==> config.mk <==
export PLATFORM = sky130hd
export DESIGN_NAME = mips_fetch_stage
export DESIGN_NICKNAME = d
export VERILOG_FILES = /design/src/rtl/mips_fetch_stage.sv
export SDC_FILE = /design/constraint.sdc
export NUM_CORES = 1
export LEC_CHECK = 0
export BUFFER_PORTS_ARGS = -buffer_cell sky130_fd_sc_hd__buf_2
export CORE_ASPECT_RATIO = 1.75
export CORE_MARGIN = 4
export CORE_UTILIZATION = 55
export DETAILED_ROUTE_END_ITERATION = 8
export PLACE_DENSITY = 0.76
export SYNTH_ARGS = -nofsm -noshare
export SYNTH_HDL_FRONTEND = slang
export SYNTH_SLANG_ARGS = --single-unit
==> constraint.sdc <==
create_clock -name clk -period 8.8 [get_ports clk]
set_clock_uncertainty 0.2 [all_clocks]
set_input_delay 0.88 -clock clk [delete_from_list [all_inputs] [get_ports clk]]
set_output_delay 0.88 -clock clk [all_outputs]
set_load 0.01 [all_outputs]
==> src/rtl/mips_fetch_stage.sv <==
// Instruction-fetch stage: owns the PC, issues one-cycle-latency word reads and
// buffers returned instructions in a small queue that feeds decode via valid/ready.
module mips_fetch_stage #(
  parameter logic [31:0] RESET_PC = 32'h0000_0000,
  parameter int          DEPTH    = 2
) (
  input  logic        clk,
  input  logic        rst,
  output logic        imem_req_o,
  output logic [31:0] imem_addr_o,
  input  logic [31:0] imem_rdata_i,
  input  logic        redirect_i,
  input  logic [31:0] redirect_pc_i,
  output logic        if_valid_o,
  output logic [31:0] if_instr_o,
  output logic [31:0] if_pc_o,
  output logic [31:0] if_pc4_o,
  input  logic        id_ready_i
);

  localparam int PW = (DEPTH > 1) ? $clog2(DEPTH) : 1;
  localparam int CW = $clog2(DEPTH) + 1;
  localparam logic [CW:0] DEPTH_C = (CW + 1)'(DEPTH);

  logic [31:0]   fetch_pc;
  logic          inflight;
  logic [31:0]   inflight_pc;
  logic [CW-1:0] count;
  logic [PW-1:0] head;
  logic [PW-1:0] tail;
  logic [31:0]   q_instr [DEPTH];
  logic [31:0]   q_pc    [DEPTH];

  logic          pop;
  logic          push;
  logic          issue;
  logic [CW:0]   credit;
  logic          unused_redirect_lsbs;

  assign unused_redirect_lsbs = ^redirect_pc_i[1:0];

  // A redirect hides the head in the same cycle so no wrong-path transfer slips through.
  assign if_valid_o = !rst && !redirect_i && (count != '0);
  assign pop        = if_valid_o && id_ready_i;
  assign push       = inflight && !redirect_i && !rst;

  // Credit counts queued plus in-flight words, freeing the slot being popped this cycle.
  assign credit = {1'b0, count} + {{CW{1'b0}}, inflight} - {{CW{1'b0}}, pop};
  assign issue  = !rst && !redirect_i && (credit < DEPTH_C);

  assign imem_req_o  = issue;
  assign imem_addr_o = fetch_pc;

  assign if_instr_o = q_instr[head];
  assign if_pc_o    = q_pc[head];
  assign if_pc4_o   = q_pc[head] + 32'd4;

  always_ff @(posedge clk) begin
    if (rst) begin
      fetch_pc    <= RESET_PC;
      inflight    <= 1'b0;
      inflight_pc <= '0;
      count       <= '0;
      head        <= '0;
      tail        <= '0;
      for (int i = 0; i < DEPTH; i++) begin
        q_instr[i] <= '0;
        q_pc[i]    <= '0;
      end
    end else if (redirect_i) begin
      fetch_pc <= {redirect_pc_i[31:2], 2'b00};
      inflight <= 1'b0;
      count    <= '0;
      head     <= '0;
      tail     <= '0;
    end else begin
      if (push) begin
        q_instr[tail] <= imem_rdata_i;
        q_pc[tail]    <= inflight_pc;
        tail          <= tail + PW'(1);
      end
      if (pop) begin
        head <= head + PW'(1);
      end
      case ({push, pop})
        2'b10:   count <= count + CW'(1);
        2'b01:   count <= count - CW'(1);
        default: count <= count;
      endcase
      if (issue) begin
        fetch_pc    <= fetch_pc + 32'd4;
        inflight    <= 1'b1;
        inflight_pc <= fetch_pc;
      end else begin
        inflight <= 1'b0;
      end
    end
  end

endmodule
==> run_summary.xml, run 1 <==
<?xml version="1.0" encoding="UTF-8"?>
<metrics>
  <group name="critical_path">
    <metric name="startpoint_type" unit="">input port</metric>
    <metric name="critPathMostFrequentCell" unit="">buf_2</metric>
    <metric name="max_stage_delay" unit="ns">0.74</metric>
    <metric name="critical_path.cell_chain" unit="">buf_2 -&gt; buf_4 -&gt; nor2_2 -&gt; o21a_1 -&gt; and2_1 -&gt; ha_1 -&gt; nand2b_1 -&gt; fa_1 -&gt; xnor2_1 -&gt; nand3_2 -&gt; inv_1 -&gt; buf_2</metric>
    <metric name="critical_path_required" unit="ns">7.72</metric>
    <metric name="slowest_stage_cell_cp" unit="">inv_1</metric>
    <metric name="critical_path_class" unit="">input port to output port</metric>
    <metric name="timing.critical_path.fanout_max" unit="">68</metric>
    <metric name="worst_ep_arrival" unit="ns">4.56</metric>
    <metric name="timing.critical_path.to_type" unit="">output port</metric>
  </group>
  <group name="logic_synthesis">
    <metric name="synth_enable_flop_cells" unit="">124</metric>
    <metric name="count_of_different_cell_masters_after_synthesis" unit="">57</metric>
    <metric name="avgSynthCellArea" unit="um2">10.7</metric>
    <metric name="flip_flop_cell_with_the_highest_count_after_synthesis" unit="">edfxtp_1</metric>
    <metric name="ys_ff_latch" unit="">190</metric>
    <metric name="synth.cell_area" unit="um2">9270</metric>
    <metric name="synth_async_sr_flop_share" unit="%">0</metric>
    <metric name="yosysSeqAreaShare" unit="%">54.4</metric>
    <metric name="synthesis.yosys.warnings" unit="">0</metric>
    <metric name="synthCells" unit="">864</metric>
  </group>
  <group name="timing">
    <metric name="fin_worst_hold_slack" unit="ns">0.261</metric>
    <metric name="final_hold_viol_count" unit="">0</metric>
    <metric name="grt_setup_unrepaired" unit="">no</metric>
    <metric name="setup_violations_final" unit="">0</metric>
    <metric name="final_slew_viol_count" unit="">0</metric>
    <metric name="period_minus_slack" unit="ns">5.64</metric>
    <metric name="postLayoutSetupSlackWorst" unit="ns">3.16</metric>
    <metric name="min_period_over_period" unit="%">64.1</metric>
    <metric name="fmax" unit="MHz">177</metric>
    <metric name="fin_setup_tns" unit="ns">0</metric>
    <metric name="slew_headroom" unit="%">44.5</metric>
    <metric name="worst_pin_slew" unit="ns">0.832</metric>
  </group>
  <group name="clocking">
    <metric name="clockRootBuffer" unit="">clkbuf_16</metric>
    <metric name="clockBufferDepth" unit="">2</metric>
    <metric name="tritoncts_num_sinks" unit="">190</metric>
    <metric name="numCtsBuffers" unit="">17</metric>
    <metric name="cts_setup_buffers" unit="">0</metric>
    <metric name="clock_insertion_delay_worst_skew" unit="ns">0.42</metric>
    <metric name="clk_pin_slew_worst_paths" unit="ns">0.06</metric>
    <metric name="cts.repair.resized" unit="">0</metric>
    <metric name="ctsHtreeMaxLevel" unit="">4</metric>
    <metric name="tritoncts" unit="">built</metric>
    <metric name="number_of_hold_buffers_added_after_cts" unit="">0</metric>
  </group>
  <group name="power">
    <metric name="netSwitchingPower" unit="mW">0.458</metric>
    <metric name="internal_power" unit="mW">1.46</metric>
    <metric name="p_comb_share" unit="%">8.0</metric>
    <metric name="total_power" unit="mW">1.92</metric>
    <metric name="leakagePower" unit="nW">4.35</metric>
    <metric name="power.ir.vdd_worst" unit="mV">0.107</metric>
    <metric name="switching_share" unit="%">23.9</metric>
    <metric name="pwr-share-clk" unit="%">39.2</metric>
    <metric name="seqPwrFrac" unit="%">52.8</metric>
    <metric name="power_density" unit="nW/um2">176</metric>
  </group>
  <group name="die">
    <metric name="core_area" unit="um2">16500</metric>
    <metric name="dieArea" unit="um2">19100</metric>
    <metric name="dieWidth" unit="um">106</metric>
    <metric name="io-pin-count" unit="">198</metric>
    <metric name="starting_density" unit="%">56.1</metric>
    <metric name="die_h" unit="um">180</metric>
    <metric name="placement_rows" unit="">62</metric>
  </group>
  <group name="grt">
    <metric name="global_route_wire_length_before_repair" unit="um">32700</metric>
    <metric name="via_count_of_the_first_global_routing_pass" unit="">6531</metric>
    <metric name="track_usage" unit="%">21.4</metric>
    <metric name="gr-total-overflow" unit="">0</metric>
    <metric name="antenna_found_initial" unit="">0</metric>
    <metric name="pin_count_of_the_biggest_net_entering_global_routing" unit="">69</metric>
  </group>
  <group name="finish">
    <metric name="area_growth" unit="%">17.7</metric>
    <metric name="final_core_utilization" unit="%">66.0</metric>
    <metric name="ratio_of_cells_with_drive_above_1_in_the_final_layout" unit="%">28.8</metric>
    <metric name="postLayoutCellArea" unit="um2">10900</metric>
    <metric name="insertedDiodeCount" unit="">0</metric>
    <metric name="final_net_count" unit="">1097</metric>
    <metric name="fin_cells" unit="">1261</metric>
  </group>
  <group name="flow_run">
    <metric name="drv.max_cap_violation_count" unit="">0</metric>
  </group>
  <group name="route">
    <metric name="drt-vias-per-instance" unit="">5.40</metric>
    <metric name="dr_total_vias" unit="">6806</metric>
    <metric name="detail_route.wirelength" unit="um">20600</metric>
    <metric name="drt_first_iter_violations" unit="">313</metric>
    <metric name="drt-wirelength-per-cell" unit="um">16.3</metric>
    <metric name="ant_nets" unit="">0</metric>
    <metric name="route.detailed.drc" unit="">0</metric>
    <metric name="first_pass_iters" unit="">7</metric>
  </group>
  <group name="worst_hold_path">
    <metric name="holdCritPathClass" unit="">flop to flop</metric>
  </group>
  <group name="placed_design">
    <metric name="buffer_ports.inserted" unit="">189</metric>
    <metric name="inst_count_dp" unit="">1229</metric>
    <metric name="dpl.hpwl" unit="um">14100</metric>
    <metric name="placement.cell_area" unit="um2">10300</metric>
    <metric name="place_congestion" unit="">0.843</metric>
    <metric name="detailedPlace.worstSlack" unit="ns">3.15</metric>
  </group>
  <group name="status">
    <metric name="run_status" unit="">complete, no violations</metric>
  </group>
</metrics>
synth_stat cells (all sizes together) (7+ instances only):
cell | count | area (um2)
mux2 | 57 | 642
o21ai | 12 | 60.1
edfxtp | 124 | 3720
nand2 | 103 | 387
xor2 | 11 | 96.3
nor2 | 16 | 62.6
a22oi | 11 | 82.6
inv | 18 | 67.6
nor2b | 9 | 56.3
nand4 | 17 | 125
nand3 | 25 | 130
clkbuf | 37 | 139
and3 | 10 | 62.6
a21oi | 51 | 255
buf | 25 | 138
nor3 | 20 | 100
and2 | 132 | 826
a31oi | 10 | 62.6
or4 | 7 | 52.6
xnor2 | 30 | 263
dfxtp | 66 | 1320
o22ai | 7 | 43.8
mux2i | 10 | 100
power groups by stage:
stage | clock, mW | combinational (mW) | sequential, mW
after floorplan | 0 | 0.0909 | 1.03
after global placement | 0 | 0.152 | 1.03
after detailed placement | 0 | 0.154 | 1.03
after CTS | 0.770 | 0.155 | 1.01
after global routing | 0.807 | 0.169 | 1.02
final | 0.754 | 0.153 | 1.01
area by class of cell:
cell class,instances,area (um2)
Sequential cell,190,5050
Multi-Input combinational cell,599,3910
Clock inverter,10,88.8
Tap cell,224,280
Timing Repair Buffer,198,1010
Inverter,18,67.6
Clock buffer,22,498
Fill cell,1370,5610
state kept, by name (all words and copies together), names as in the netlist, named ones only:
name and count:
inflight_pc 30, inflight 1, count 2, q_instr 64
tail 1, q_pc 60, head 1, imem_addr_o 30
worst paths after layout:
path                            cells after the start                          from  slack [ns]                      endpoint
worst max register to register                     12         count[1]$_SDFFE_PP0P_        4.47  imem_addr_o[21]$_SDFFE_PP0P_
worst min-delay path                                2  inflight_pc[22]$_SDFFE_PP0P_        0.26  inflight_pc[22]$_SDFFE_PP0P_
worst max-delay path                               12                           rst        3.16                    imem_req_o
worst min register to register                      2  inflight_pc[22]$_SDFFE_PP0P_        0.26  inflight_pc[22]$_SDFFE_PP0P_
per-layer routing:
metal / vias to the layer above / global-route usage (%) / wire (um)
met5: - / 0 / 0
met4: 0 / 8.92 / 535
met3: 32 / 3.05 / 936
met2: 202 / 39.5 / 11200
met1: 3205 / 24.1 / 7940
li1: 3367 / - / -
cells in the final DEF (no fill, tap or decap), drive strengths merged, types with 9 or more instances in the layout:
| cell type | n |
|---|---|
| nor2 | 16 |
| and2 | 132 |
| clkbuf | 22 |
| a22oi | 11 |
| and3 | 10 |
| a21oi | 51 |
| nor2b | 9 |
| nand3 | 25 |
| edfxtp | 124 |
| xor2 | 11 |
| a31oi | 10 |
| dfxtp | 66 |
| nand2 | 103 |
| buf | 198 |
| nor3 | 20 |
| nand4 | 17 |
| o21ai | 12 |
| mux2i | 10 |
| mux2 | 57 |
| inv | 25 |
| xnor2 | 30 |
logic make-up (layout without fill, tap and decap cells):
group | after synthesis | in the layout | share of synthesized area [%]
adder cells (fa/ha/maj) | 5 | 5 | 0.756
other | 1 | 6 | 0.0405
flip-flops | 190 | 190 | 54.4
multiplexers | 67 | 67 | 8.00
AND/OR/NAND/NOR | 367 | 367 | 21.7
XOR/XNOR | 41 | 41 | 3.87
buffers and inverters | 80 | 248 | 3.71
AO/OA/AOI/OAI | 113 | 113 | 7.47
worst max-delay path: cells and delay by family:
| family | cells | cell delay [ns] |
|---|---|---|
| buffers and inverters | 4 | 1.61 |
| AND/OR/NAND/NOR | 4 | 1.02 |
| adder cells (fa/ha/maj) | 2 | 0.66 |
| XOR/XNOR | 1 | 0.18 |
| AO/OA/AOI/OAI | 1 | 0.16 |
Note: power is estimated with default switching activity, not from simulation.
==> run 2, diff against run 1 <==
Settings changed: ABC_AREA set to 1.
Clock period 8.8 ns to 5.2 ns, I/O delays scaled along.
==> run 2 against run 1 <==
Net effect:
- setup slack worse by 1.7 ns
- register-to-register slack lost 2.8 ns
- highest routed layer unchanged
- via count increased by 22%
- area after synthesis up 6.9%
- critical path depth decreased by 2
- synthesized cell count up 38%
- power is 72% higher
- flip-flop and latch count is the same
==> run_summary.xml, run 2 <==
<?xml version="1.0" encoding="UTF-8"?>
<metrics>
  <group name="route">
    <metric name="dr_total_vias" unit="">8286</metric>
    <metric name="detail_route.wirelength" unit="um">23900</metric>
    <metric name="drt_first_iter_violations" unit="">492</metric>
    <metric name="ant_nets" unit="">0</metric>
    <metric name="drt-vias-per-instance" unit="">5.15</metric>
    <metric name="route.detailed.drc" unit="">0</metric>
    <metric name="drt-wirelength-per-cell" unit="um">14.9</metric>
    <metric name="first_pass_iters" unit="">6</metric>
  </group>
  <group name="critical_path">
    <metric name="max_stage_delay" unit="ns">0.70</metric>
    <metric name="crit-reg2reg-capture" unit="">imem_addr_o[24]$_SDFFE_PP0P_</metric>
    <metric name="slowest_stage_cell_cp" unit="">dfxtp_4</metric>
    <metric name="critical_path_required" unit="ns">4.48</metric>
    <metric name="critPathMostFrequentCell" unit="">nand2_1</metric>
    <metric name="timing.critical_path.fanout_max" unit="">43</metric>
    <metric name="startpoint_type" unit="">flop</metric>
    <metric name="cp_num_buf_inv" unit="">1</metric>
    <metric name="r2r_setup_slack" unit="ns">1.71</metric>
    <metric name="worstRegToRegCells" unit="">19</metric>
    <metric name="worst_ep_arrival" unit="ns">2.99</metric>
    <metric name="path_delay_family" unit="">simple AND/OR/NAND/NOR gates</metric>
    <metric name="critical_path_class" unit="">flop to output port</metric>
    <metric name="timing.critical_path.to_type" unit="">output port</metric>
    <metric name="rr_startpoint" unit="">count[1]$_SDFFE_PP0P_</metric>
    <metric name="critical_path.cell_chain" unit="">nand2_1 -&gt; o21ai_2 -&gt; ha_1 -&gt; nand2_1 -&gt; nor2_4 -&gt; nand2_2 -&gt; nor2_2 -&gt; nand2_1 -&gt; xor2_1 -&gt; buf_2</metric>
  </group>
  <group name="timing">
    <metric name="fin_worst_hold_slack" unit="ns">0.141</metric>
    <metric name="slew_headroom" unit="%">23.4</metric>
    <metric name="worst_pin_slew" unit="ns">1.15</metric>
    <metric name="min_period_over_period" unit="%">71.3</metric>
    <metric name="final_hold_viol_count" unit="">0</metric>
    <metric name="period_minus_slack" unit="ns">3.71</metric>
    <metric name="final_slew_viol_count" unit="">0</metric>
    <metric name="grt_setup_unrepaired" unit="">no</metric>
    <metric name="postLayoutSetupSlackWorst" unit="ns">1.49</metric>
    <metric name="setup_violations_final" unit="">0</metric>
    <metric name="fin_setup_tns" unit="ns">0</metric>
    <metric name="fmax" unit="MHz">270</metric>
  </group>
  <group name="placed_design">
    <metric name="place_congestion" unit="">0.961</metric>
    <metric name="dpl.hpwl" unit="um">17500</metric>
    <metric name="buffer_ports.inserted" unit="">189</metric>
    <metric name="detailedPlace.worstSlack" unit="ns">1.30</metric>
  </group>
  <group name="logic_synthesis">
    <metric name="post_synth_main_area_contributors" unit="">edfxtp_1 38%, dfxtp_1 13%, nand2_1 9.0%</metric>
    <metric name="yosys.area_share.simple" unit="%">23.3</metric>
    <metric name="synthTopCellsByCount" unit="">237 x nand2_1, 222 x nor2_1, 177 x inv_1, 124 x edfxtp_1, 66 x dfxtp_1</metric>
    <metric name="synth_top_area_share" unit="%">37.6</metric>
    <metric name="count_leader_synth" unit="">nand2_1</metric>
    <metric name="synth_enable_flop_cells" unit="">124</metric>
    <metric name="synthesis.yosys.warnings" unit="">0</metric>
    <metric name="largest_family_of_logic_cells_by_synthesized_area" unit="">simple AND/OR/NAND/NOR gates</metric>
    <metric name="count_of_different_cell_masters_after_synthesis" unit="">42</metric>
    <metric name="synth_xor_xnor_area_share" unit="%">1.95</metric>
    <metric name="avgSynthCellArea" unit="um2">8.32</metric>
    <metric name="synthCells" unit="">1191</metric>
    <metric name="synth-adder-area-share" unit="%">0.707</metric>
    <metric name="yosysSeqAreaShare" unit="%">50.9</metric>
    <metric name="ys_ff_latch" unit="">190</metric>
    <metric name="synth_area_leader" unit="">edfxtp_1</metric>
    <metric name="flip_flop_cell_with_the_highest_count_after_synthesis" unit="">edfxtp_1</metric>
    <metric name="synth_async_sr_flop_share" unit="%">0</metric>
    <metric name="compound_cell_area_share_of_the_yosys_netlist" unit="%">9.30</metric>
    <metric name="synth.cell_area" unit="um2">9900</metric>
    <metric name="synth_mux_area_share" unit="%">3.64</metric>
  </group>
  <group name="die">
    <metric name="core_area" unit="um2">17600</metric>
    <metric name="io-pin-count" unit="">198</metric>
    <metric name="starting_density" unit="%">56.2</metric>
    <metric name="placement_rows" unit="">64</metric>
    <metric name="die_h" unit="um">186</metric>
    <metric name="dieArea" unit="um2">20300</metric>
    <metric name="dieWidth" unit="um">109</metric>
  </group>
  <group name="finish">
    <metric name="insertedDiodeCount" unit="">0</metric>
    <metric name="ratio_of_cells_with_drive_above_1_in_the_final_layout" unit="%">23.5</metric>
    <metric name="max_reg_flops" unit="">64</metric>
    <metric name="most-common-layout-cells" unit="">235 x nand2_1, 222 x nor2_1, 189 x buf_2</metric>
    <metric name="area_growth" unit="%">16.5</metric>
    <metric name="final_net_count" unit="">1439</metric>
    <metric name="largest_register" unit="">q_instr</metric>
    <metric name="most_common_cell_after_layout_fill_and_taps_aside" unit="">nand2_1</metric>
    <metric name="layout_top_registers" unit="">q_instr: 64 flops, q_pc: 60 flops</metric>
  </group>
  <group name="clocking">
    <metric name="tritoncts" unit="">built</metric>
    <metric name="cts.repair.resized" unit="">0</metric>
    <metric name="numCtsBuffers" unit="">17</metric>
    <metric name="clk_pin_slew_worst_paths" unit="ns">0.07</metric>
    <metric name="number_of_hold_buffers_added_after_cts" unit="">0</metric>
    <metric name="clock_insertion_delay_worst_skew" unit="ns">0.43</metric>
    <metric name="clockBufferDepth" unit="">2</metric>
    <metric name="tritoncts_num_sinks" unit="">190</metric>
    <metric name="cts_setup_buffers" unit="">0</metric>
    <metric name="clockRootBuffer" unit="">clkbuf_16</metric>
    <metric name="ctsHtreeMaxLevel" unit="">4</metric>
  </group>
  <group name="worst_hold_path">
    <metric name="hold_depth" unit="">3</metric>
    <metric name="holdCritPathClass" unit="">input port to flop</metric>
    <metric name="hold_end" unit="">imem_addr_o[10]$_SDFFE_PP0P_</metric>
    <metric name="min_from" unit="">redirect_pc_i[10]</metric>
  </group>
  <group name="power">
    <metric name="power.ir.vdd_worst" unit="mV">0.216</metric>
    <metric name="leakagePower" unit="nW">5.11</metric>
    <metric name="power_density" unit="nW/um2">286</metric>
  </group>
  <group name="grt">
    <metric name="pin_count_of_the_biggest_net_entering_global_routing" unit="">64</metric>
    <metric name="antenna_found_initial" unit="">0</metric>
    <metric name="global_route_wire_length_before_repair" unit="um">37800</metric>
    <metric name="track_usage" unit="%">23.8</metric>
    <metric name="via_count_of_the_first_global_routing_pass" unit="">8163</metric>
    <metric name="gr-total-overflow" unit="">0</metric>
  </group>
  <group name="status">
    <metric name="run_status" unit="">complete, no violations</metric>
  </group>
  <group name="flow_run">
    <metric name="drv.max_cap_violation_count" unit="">0</metric>
  </group>
</metrics>
## run 2: cell types whose count changed after synthesis, sizes merged, moves of 14 or more
cell,previous run,this run
nor2,16,241
inv,18,182
nand2,103,244
and2,132,3
o21ai,12,72
xnor2,30,3
nand3,25,51
mux2,57,32
nor3,20,6
## run 2: cells by family after synthesis
group | after synthesis
and+or+nand+nor | 561
other | 1
DFF | 190
muxes | 32
AOI/OAI and AO/OA | 147
adders and majority gates | 5
buffers and inverters | 233
xor gates and xnor gates | 22
## run 2: layer usage
layer | part of all wire, % | vias up | routed length [um] | track usage (%)
met5 | 0 | - | 0 | 0
met4 | 4.9 | 0 | 1170 | 13.3
met3 | 6.5 | 68 | 1560 | 3.92
met2 | 52 | 341 | 12400 | 43.5
met1 | 37 | 3744 | 8800 | 25.4
li1 | - | 4133 | - | -
## run 2: tightest hold or removal path, delay by kind of cell
kind,cells,cell delay [ns]
and+or+nand+nor,1,0.05
AOI/OAI and AO/OA,1,0.06
buffers and inverters,1,0.09
## run 2: per-stage QoR
step / cell area [um2] / utilization (%) / power, mW / instances
2_1_floorplan: 9920 / - / 1.94 / 1196
3_3_place_gp: 10900 / 62.1 / 2.05 / 1578
3_5_place_dp: 10900 / 62.1 / 2.06 / 1578
4_1_cts: 11500 / 65.5 / 3.33 / 1610
5_1_grt: 11500 / 65.5 / 3.43 / 1610
6_report: 11500 / 65.5 / 3.30 / 1610
## run 2: area by class of cell
| class | instances | area [um2] |
|---|---|---|
| Timing Repair Buffer | 201 | 1040 |
| Fill cell | 1455 | 6070 |
| Inverter | 183 | 687 |
| Sequential cell | 190 | 5050 |
| Tap cell | 231 | 289 |
| Clock inverter | 12 | 119 |
| Multi-Input combinational cell | 773 | 3880 |
| Clock buffer | 20 | 478 |
## run 2: power breakdown
group,total (mW),leakage [nW],switching [mW],internal [mW]
sequential,1.71,1.84,0.0392,1.67
clock,1.27,0.295,0.587,0.687
combinational,0.318,2.98,0.207,0.112
## run 2: worst max-delay path by stage
stage / startpoint / end / slack [ns] / cells past startpoint
2_1_floorplan: rst / imem_req_o / 1.87 / 14
3_3_place_gp: redirect_i / imem_addr_o[24]$_SDFFE_PP0P_ / 1.37 / 21
3_5_place_dp: redirect_i / imem_addr_o[24]$_SDFFE_PP0P_ / 1.30 / 21
4_1_cts: flop / if_pc4_o[20] / 1.49 / 10
5_1_grt: flop / if_pc4_o[29] / 1.26 / 11
6_report: flop / if_pc4_o[18] / 1.49 / 10
